**src/rtl/tx_pkg.sv**
```systemverilog
// Shared FSM encoding and default frame parameters for the serial transmitter.
package tx_pkg;

    localparam int DEF_DATA_BITS    = 8;
    localparam int DEF_CLKS_PER_BIT = 16;

    typedef enum logic [1:0] {
        IDLE  = 2'b00,
        START = 2'b01,
        DATA  = 2'b10,
        STOP  = 2'b11
    } tx_state_t;

endpackage

```
**src/rtl/bit_timer.sv**
```systemverilog
// Bit-period counter: bit_end marks the last clk of each serial bit; held at zero while clear is high.
// Latency: bit_end is combinational from the count; no backpressure.
module bit_timer
    import tx_pkg::*;
#(
    parameter int CLKS_PER_BIT = DEF_CLKS_PER_BIT
) (
    input  logic clk,
    input  logic reset,
    input  logic clear,
    output logic bit_end
);

    localparam int                CNT_W    = $clog2(CLKS_PER_BIT);
    localparam logic [CNT_W-1:0]  CNT_LAST = CNT_W'(CLKS_PER_BIT - 1);

    logic [CNT_W-1:0] cnt;

    always_ff @(posedge clk) begin
        if (reset || clear) begin
            cnt <= '0;
        end else if (cnt == CNT_LAST) begin
            cnt <= '0;
        end else begin
            cnt <= cnt + 1'b1;
        end
    end

    assign bit_end = (cnt == CNT_LAST);

endmodule

```
**src/rtl/tx_serializer.sv**
```systemverilog
// UART-style serializer: start bit, DATA_BITS LSB first, one stop bit; all outputs registered.
// Latency: accepted tx_cek drives the start bit from the same edge; tx_cek is dropped while busy.
module tx_serializer
    import tx_pkg::*;
#(
    parameter int DATA_BITS    = DEF_DATA_BITS,
    parameter int CLKS_PER_BIT = DEF_CLKS_PER_BIT
) (
    input  logic                 clk,
    input  logic                 reset,
    input  logic                 tx_cek,
    input  logic [DATA_BITS-1:0] tx_data,
    output logic                 tx_out,
    output logic                 tx_busy,
    output logic                 tx_done
);

    localparam int               IDX_W    = $clog2(DATA_BITS);
    localparam logic [IDX_W-1:0] IDX_LAST = IDX_W'(DATA_BITS - 1);

    tx_state_t            state_q, state_nxt;
    logic [DATA_BITS-1:0] shreg, shreg_nxt;
    logic [IDX_W-1:0]     bit_idx, idx_nxt;
    logic                 tx_out_nxt, busy_nxt, done_nxt;
    logic                 timer_clear;
    logic                 bit_end;

    bit_timer #(
        .CLKS_PER_BIT (CLKS_PER_BIT)
    ) u_bit_timer (
        .clk     (clk),
        .reset   (reset),
        .clear   (timer_clear),
        .bit_end (bit_end)
    );

    always_ff @(posedge clk) begin
        if (reset) begin
            state_q <= IDLE;
            shreg   <= '0;
            bit_idx <= '0;
            tx_out  <= 1'b1;
            tx_busy <= 1'b0;
            tx_done <= 1'b0;
        end else begin
            state_q <= state_nxt;
            shreg   <= shreg_nxt;
            bit_idx <= idx_nxt;
            tx_out  <= tx_out_nxt;
            tx_busy <= busy_nxt;
            tx_done <= done_nxt;
        end
    end

    // Outputs are computed one state ahead so the registered line changes on the transition edge.
    always_comb begin
        state_nxt   = state_q;
        shreg_nxt   = shreg;
        idx_nxt     = bit_idx;
        tx_out_nxt  = tx_out;
        busy_nxt    = tx_busy;
        done_nxt    = 1'b0;
        timer_clear = 1'b0;

        case (state_q)
            IDLE: begin
                timer_clear = 1'b1;
                tx_out_nxt  = 1'b1;
                busy_nxt    = 1'b0;
                if (tx_cek) begin
                    shreg_nxt  = tx_data;
                    idx_nxt    = '0;
                    state_nxt  = START;
                    tx_out_nxt = 1'b0;
                    busy_nxt   = 1'b1;
                end
            end
            START: begin
                if (bit_end) begin
                    state_nxt  = DATA;
                    idx_nxt    = '0;
                    tx_out_nxt = shreg[0];
                end
            end
            DATA: begin
                if (bit_end) begin
                    if (bit_idx == IDX_LAST) begin
                        state_nxt  = STOP;
                        tx_out_nxt = 1'b1;
                    end else begin
                        idx_nxt    = bit_idx + 1'b1;
                        shreg_nxt  = shreg >> 1;
                        tx_out_nxt = shreg[1];
                    end
                end
            end
            STOP: begin
                if (bit_end) begin
                    state_nxt  = IDLE;
                    tx_out_nxt = 1'b1;
                    busy_nxt   = 1'b0;
                    done_nxt   = 1'b1;
                end
            end
            default: begin
                state_nxt   = IDLE;
                tx_out_nxt  = 1'b1;
                busy_nxt    = 1'b0;
                timer_clear = 1'b1;
            end
        endcase
    end

endmodule

```
**config.mk**
```make
export PLATFORM = sky130hd
export DESIGN_NAME = tx_serializer
export DESIGN_NICKNAME = d
export VERILOG_FILES = /design/src/rtl/tx_pkg.sv /design/src/rtl/bit_timer.sv /design/src/rtl/tx_serializer.sv
export SDC_FILE = /design/constraint.sdc
export NUM_CORES = 1
export LEC_CHECK = 0
export CAP_MARGIN = 40
export CORE_ASPECT_RATIO = 1.75
export CORE_MARGIN = 3
export CORE_UTILIZATION = 40
export CTS_BUF_LIST = sky130_fd_sc_hd__clkbuf_8
export DETAILED_ROUTE_END_ITERATION = 8
export PLACE_DENSITY_LB_ADDON = 0.05
export SETUP_SLACK_MARGIN = 0.05
export SYNTH_ARGS = -nofsm -noshare
export SYNTH_HDL_FRONTEND = slang
export SYNTH_HIERARCHICAL = 1
export SYNTH_SLANG_ARGS = --single-unit
```
**constraint.sdc**
```tcl
create_clock -name clk -period 2.5 [get_ports clk]
set_input_delay 0.5 -clock clk [delete_from_list [all_inputs] [get_ports clk]]
set_output_delay 0.5 -clock clk [all_outputs]
set_load 0.1 [all_outputs]
```
[Word-level counts from Yosys, hierarchy flattened]
Cells that the tools add are included.
Word-level totals
  input port bits: 11
  bits in registers: 20
  output and inout bits: 3
  word-level logic and storage cells: 59
Cells by class
  mux-type cells: 26
  reductions and logical operators: 12
  bitwise logic cells: 1
  add/sub/neg operators: 2
  eq/ne operators: 11
Operators with widths (number)
  $mux 8: 3
  $pmux 8 s2: 1
  $mux 3: 4
  $ne 2x2->1 const B: 6
  $mux 2: 5
  $reduce_and 5->1: 2
  $mux 1: 9
  $pmux 3 s3: 1
  $pmux 2 s4: 1
  $add 4x1->4 const B: 1
  $eq 2x2->1 const B: 2
  $eq 4x4->1 const B: 1
  $pmux 1 s4: 1
  $reduce_and 4->1: 1
  $reduce_bool 2->1: 2
  $reduce_or 2->1: 2
  $add 3x1->3 const B: 1
  $eq 3x3->1 const B: 1
  $reduce_and 3->1: 1
  $reduce_bool 3->1: 1
  $eq 2x1->1 const B: 1
  $logic_not 2->1: 1
  $pmux 1 s2: 1
  $reduce_and 2->1: 1
  other kinds (2): 2

[Longest topological paths before layout]
  word-level depth: 4
  gate-level depth with buffers: 8
  mapped depth without buffers: 7

[Hierarchy]
The synthesis kept the hierarchy.
Modules (own cells, without submodules)
  tx_serializer: seq. area each 320.3 um^2, cells each 93, instances 1, area an instance 862.1 um^2
  bit_timer: seq. area each 80.1 um^2, cells each 16, instances 1, area an instance 157.7 um^2

[Worst setup path before layout]
OpenSTA, ideal clock, no wires.
  path type: register to register
  start: reg state_q[0]
  end: reg shreg[2]
  library setup time: 79 ps
  data arrival time: 1489 ps
  period minus slack after synthesis: 1568 ps
  data required time: 2421 ps
  path buffers: 2
  slack: 932 ps
  stages on the path, launching flop included: 9
  cells stage by stage: dfxtp_1 inv_1 ha_1 buf_4 mux2i_1 a21oi_2 buf_6 nor2_1 a211oi_2
Between the ends
  cells in the longest elaborated chain, start to end: 3
  elaborated cells on any way between the ends: 8
  classes of those cells: eq/ne (4); mux (1); reduce/logical (3)
RTL lines
  start, declared: RTL line tx_serializer.sv:21  | tx_state_t state_q, state_nxt;
  start signal, assigned: RTL line tx_serializer.sv:46  | state_q <= state_nxt;
  $eq 2x2->1 / $logic_not 2->1 (equally long branches): RTL line tx_serializer.sv:65  | case (state_q)
  $ne 2x2->1 (no source line) / $reduce_bool 2->1 (equally long branches)
  $reduce_and 4->1 (no source line)
  end signal, assigned: RTL line tx_serializer.sv:47  | shreg <= shreg_nxt;
  end, declared: RTL line tx_serializer.sv:22  | logic [DATA_BITS-1:0] shreg, shreg_nxt;
Several ways; a longest one is shown, not always the timed one.
A chain may end at the register's enable or synchronous reset.

[Worst setup path in the final report]
  start: reg state_q[0]
  end: reg bit_idx[2]
Between the ends
  cells in the longest elaborated chain, start to end: 3
  elaborated cells on any way between the ends: 10
  classes of those cells: eq/ne (6); mux (1); reduce/logical (3)
RTL lines
  $eq 2x2->1, or another cell as far along: RTL line tx_serializer.sv:65
  $ne 2x2->1 (no source line) / $reduce_bool 3->1 (equally long branches)
  $reduce_and 5->1 (no source line)
  end signal, assigned: RTL line tx_serializer.sv:48  | bit_idx <= idx_nxt;
  end, declared: RTL line tx_serializer.sv:23  | logic [IDX_W-1:0] bit_idx, idx_nxt;
Several ways; a longest one is shown, not always the timed one.

==> flow_metrics.env <==
export IMPL_yosys_mux_area_fraction=0.0982
export IMPL_synth_area_top_cells="dfxtp_1 (39%), ha_1 (9.8%), mux2i_1 (9.8%), nor2_1 (5.5%), a211oi_1 (4.4%)"
export IMPL_yosysSeqAreaShare=0.393
export IMPL_synthSimpleGateAreaFrac=0.167
export IMPL_max_slew_margin_rel=0.591
export IMPL_holdCritPathClass="flop to flop"
export IMPL_cts_repair_resized=0
export IMPL_ir_worst_vdd_mv=0.590
export IMPL_swShare=0.423
export IMPL_switchingPower_uw=552
export IMPL_clkPwrFrac=0.161
export IMPL_path_max_fanout=10
export IMPL_syn_inst=109
export IMPL_synth_top_cell_area_share=0.393
export IMPL_synth_top_family_by_area="compound AO/OA/AOI/OAI gates"
export IMPL_cts_buffers=3
export IMPL_yosys_area_top_type="dfxtp_1"
export IMPL_io_buffers=13
export IMPL_postCtsHoldBufs=0
export IMPL_power_leakage_uw=0.000477
export IMPL_crit_path_end_kind="flop"
export IMPL_antenna_found_initial=0
export IMPL_worstPathRequired_ns=2.66
export IMPL_gp_congestion=0.764
export IMPL_globalRouteOverflowTotal=0
export IMPL_drt_initial_drc_count=11
export IMPL_place_hpwl_mm=1.45
export IMPL_routedWlPerCell_um=13.3
export IMPL_hold_viol_final=0
export IMPL_fin_cells=148
export IMPL_period_share=0.712
export IMPL_vias=799
export IMPL_ant_nets=0
export IMPL_routed_wl_mm=1.97
export IMPL_rows=23
export IMPL_dr_pass1_iters=2
export IMPL_post_synth_instance_area_um2=1020
export IMPL_slew_violations=0
export IMPL_syn_num_nets=128
export IMPL_die_h_um=72.8
export IMPL_setup_viol=0
export IMPL_die_x_um=44.2
export IMPL_viasPerCell=5.40
export IMPL_yosys_warnings=6
export IMPL_period_minus_slack_ns=1.78
export IMPL_pwr_share_seq=0.350
export IMPL_root_buffer="clkbuf_8"
export IMPL_drive_above_1_share=0.122
export IMPL_place_area_um2=1160
export IMPL_worstSkewPairLatency_ns=0.26
export IMPL_h_tree_depth=1
export IMPL_num_antenna_cells=0
export IMPL_postSynthAreaPerCell_um2=9.36
export IMPL_grt_pass1_vias=805
export IMPL_place_inst=145
export IMPL_area_delta_synth_final_pct=18.3
export IMPL_fmax_mhz=562
export IMPL_clock_sinks=20
export IMPL_synth_compound_area_share=0.178
export IMPL_fin_util=0.511
export IMPL_maxCapViolCount=0
export IMPL_pin_count=14
export IMPL_drc=0
export IMPL_coreArea_um2=2360
export IMPL_totalPowerFinal_uw=1310
export IMPL_synthXorXnorAreaFrac=0.0172
export IMPL_p_comb_frac=0.489
export IMPL_cts_setup_buffers=0
export IMPL_worst_setup_path_start_kind="flop"
export IMPL_yosys_area_share_adder=0.0982
export IMPL_tightest_slew_ns=0.604
export IMPL_clock_path_buffers=2
export IMPL_grt_first_pass_wirelength_mm=3.43
export IMPL_arrival_ns=1.94
export IMPL_power_density_nw_per_um2=1080
export IMPL_status="complete, no violations"
export IMPL_cts_tree="done"
export IMPL_rsz0062_at_grt="false"
export IMPL_setup_tns_ns=0
export IMPL_ys_ff_latch=20
export IMPL_nets=144
export IMPL_clk_pin_slew_ns=0.07
export IMPL_initial_core_util=0.432
export IMPL_yosysUniqueCellTypes=30
export IMPL_grt_max_degree=16
export IMPL_track_usage=0.142
export IMPL_clock_skew_ns=0.00165
export IMPL_die_area_um2=3210
export IMPL_design_area_um2=1210
export IMPL_critPathKind="flop to flop"
export IMPL_p_int_uw=755
## per-layer routing
layer | vias up | routed length, um | GRT usage
met4 | 0 | 53 | 0.0805
met5 | - | 0 | 0
met2 | 14 | 1010 | 0.248
li1 | 414 | - | -
met1 | 366 | 843 | 0.153
met3 | 5 | 66 | 0.0247
## stage by stage
| stage | setup WS [ns] | hold WS, ns |
|---|---|---|
| after detailed placement | 0.679 | 0.441 |
| after floorplan | 0.932 | 0.418 |
| after global routing | 0.558 | 0.477 |
| final | 0.720 | 0.449 |
| after CTS | 0.714 | 0.457 |
| after global placement | 0.707 | 0.437 |
## state kept, by name (all words and copies together) (netlist names)
name             cells
shreg                8
u_bit_timer/cnt      4
bit_idx              3
state_q              2
tx_busy              1
tx_done              1
tx_out               1
## critical path, cell delays in order, from the launching register on
cell      delay (ns)
dfxtp_1         0.37
inv_1           0.09
ha_1            0.35
o311ai_1        0.62
o21ai_0         0.17
o41ai_1         0.09
## cells in the mapped netlist (all sizes together)
cell type,n
nor3,3
nor2,16
o41ai,2
inv,5
o311ai,1
nand2,5
and3,1
a211oi,9
a21oi,6
ha,8
o221ai,1
o21ai,4
a221o,1
nand4,1
nand4b,1
xor2,1
dfxtp,20
mux2i,10
xnor2,1
nand2b,4
clkbuf,2
nand3,2
buf,3
nor2b,2
## cell usage in the layout, fill, tap and decap left out, drive strengths merged
cell,netlist,routed
a211oi,9,9
a21oi,6,6
a221o,1,1
and3,1,1
buf,3,6
clkbuf,2,3
clkdlybuf4s50,0,10
dfxtp,20,20
ha,8,8
inv,5,5
mux2i,10,10
nand2,5,5
nand2b,4,4
nand3,2,2
nand4,1,1
nand4b,1,1
nor2,16,16
nor2b,2,2
nor3,3,3
o21ai,4,4
o221ai,1,1
o311ai,1,1
o41ai,2,2
xnor2,1,1
xor2,1,1
## power by group through the flow
stage	Sequential, uW	Clock [uW]	Combinational (uW)
final	457	210	640
after global routing	468	230	708
after CTS	459	222	648
after detailed placement	466	0	644
after global placement	465	0	632
after floorplan	536	0	452
## final cells by class
cell class	count	area (um^2)
Fill cell	256	1150
Multi-Input combinational cell	79	569
Sequential cell	20	400
Timing Repair Buffer	16	145
Clock buffer	3	41.3
Tap cell	25	31.3
Inverter	5	18.8
## logic make-up after synthesis
| family | after synthesis |
|---|---|
| multiplexers | 10 |
| buffers and inverters | 10 |
| adder cells (fa/ha/maj) | 8 |
| XOR/XNOR | 2 |
| flip-flops | 20 |
| AO/OA/AOI/OAI | 24 |
| AND/OR/NAND/NOR | 35 |
## final timing paths
kind / start / to / slack, ns / cells after the start
worst max-delay path: state_q[0]$_SDFFE_PP0P_ / bit_idx[2]$_SDFFE_PP0P_ / 0.72 / 5
worst min-delay path: u_bit_timer/cnt[0]$_SDFF_PP0_ / u_bit_timer/cnt[0]$_SDFF_PP0_ / 0.45 / 1
worst max register to register: state_q[0]$_SDFFE_PP0P_ / bit_idx[2]$_SDFFE_PP0P_ / 0.72 / 5
worst min register to register: u_bit_timer/cnt[0]$_SDFF_PP0_ / u_bit_timer/cnt[0]$_SDFF_PP0_ / 0.45 / 1
Power figures use the tool's default switching activity.
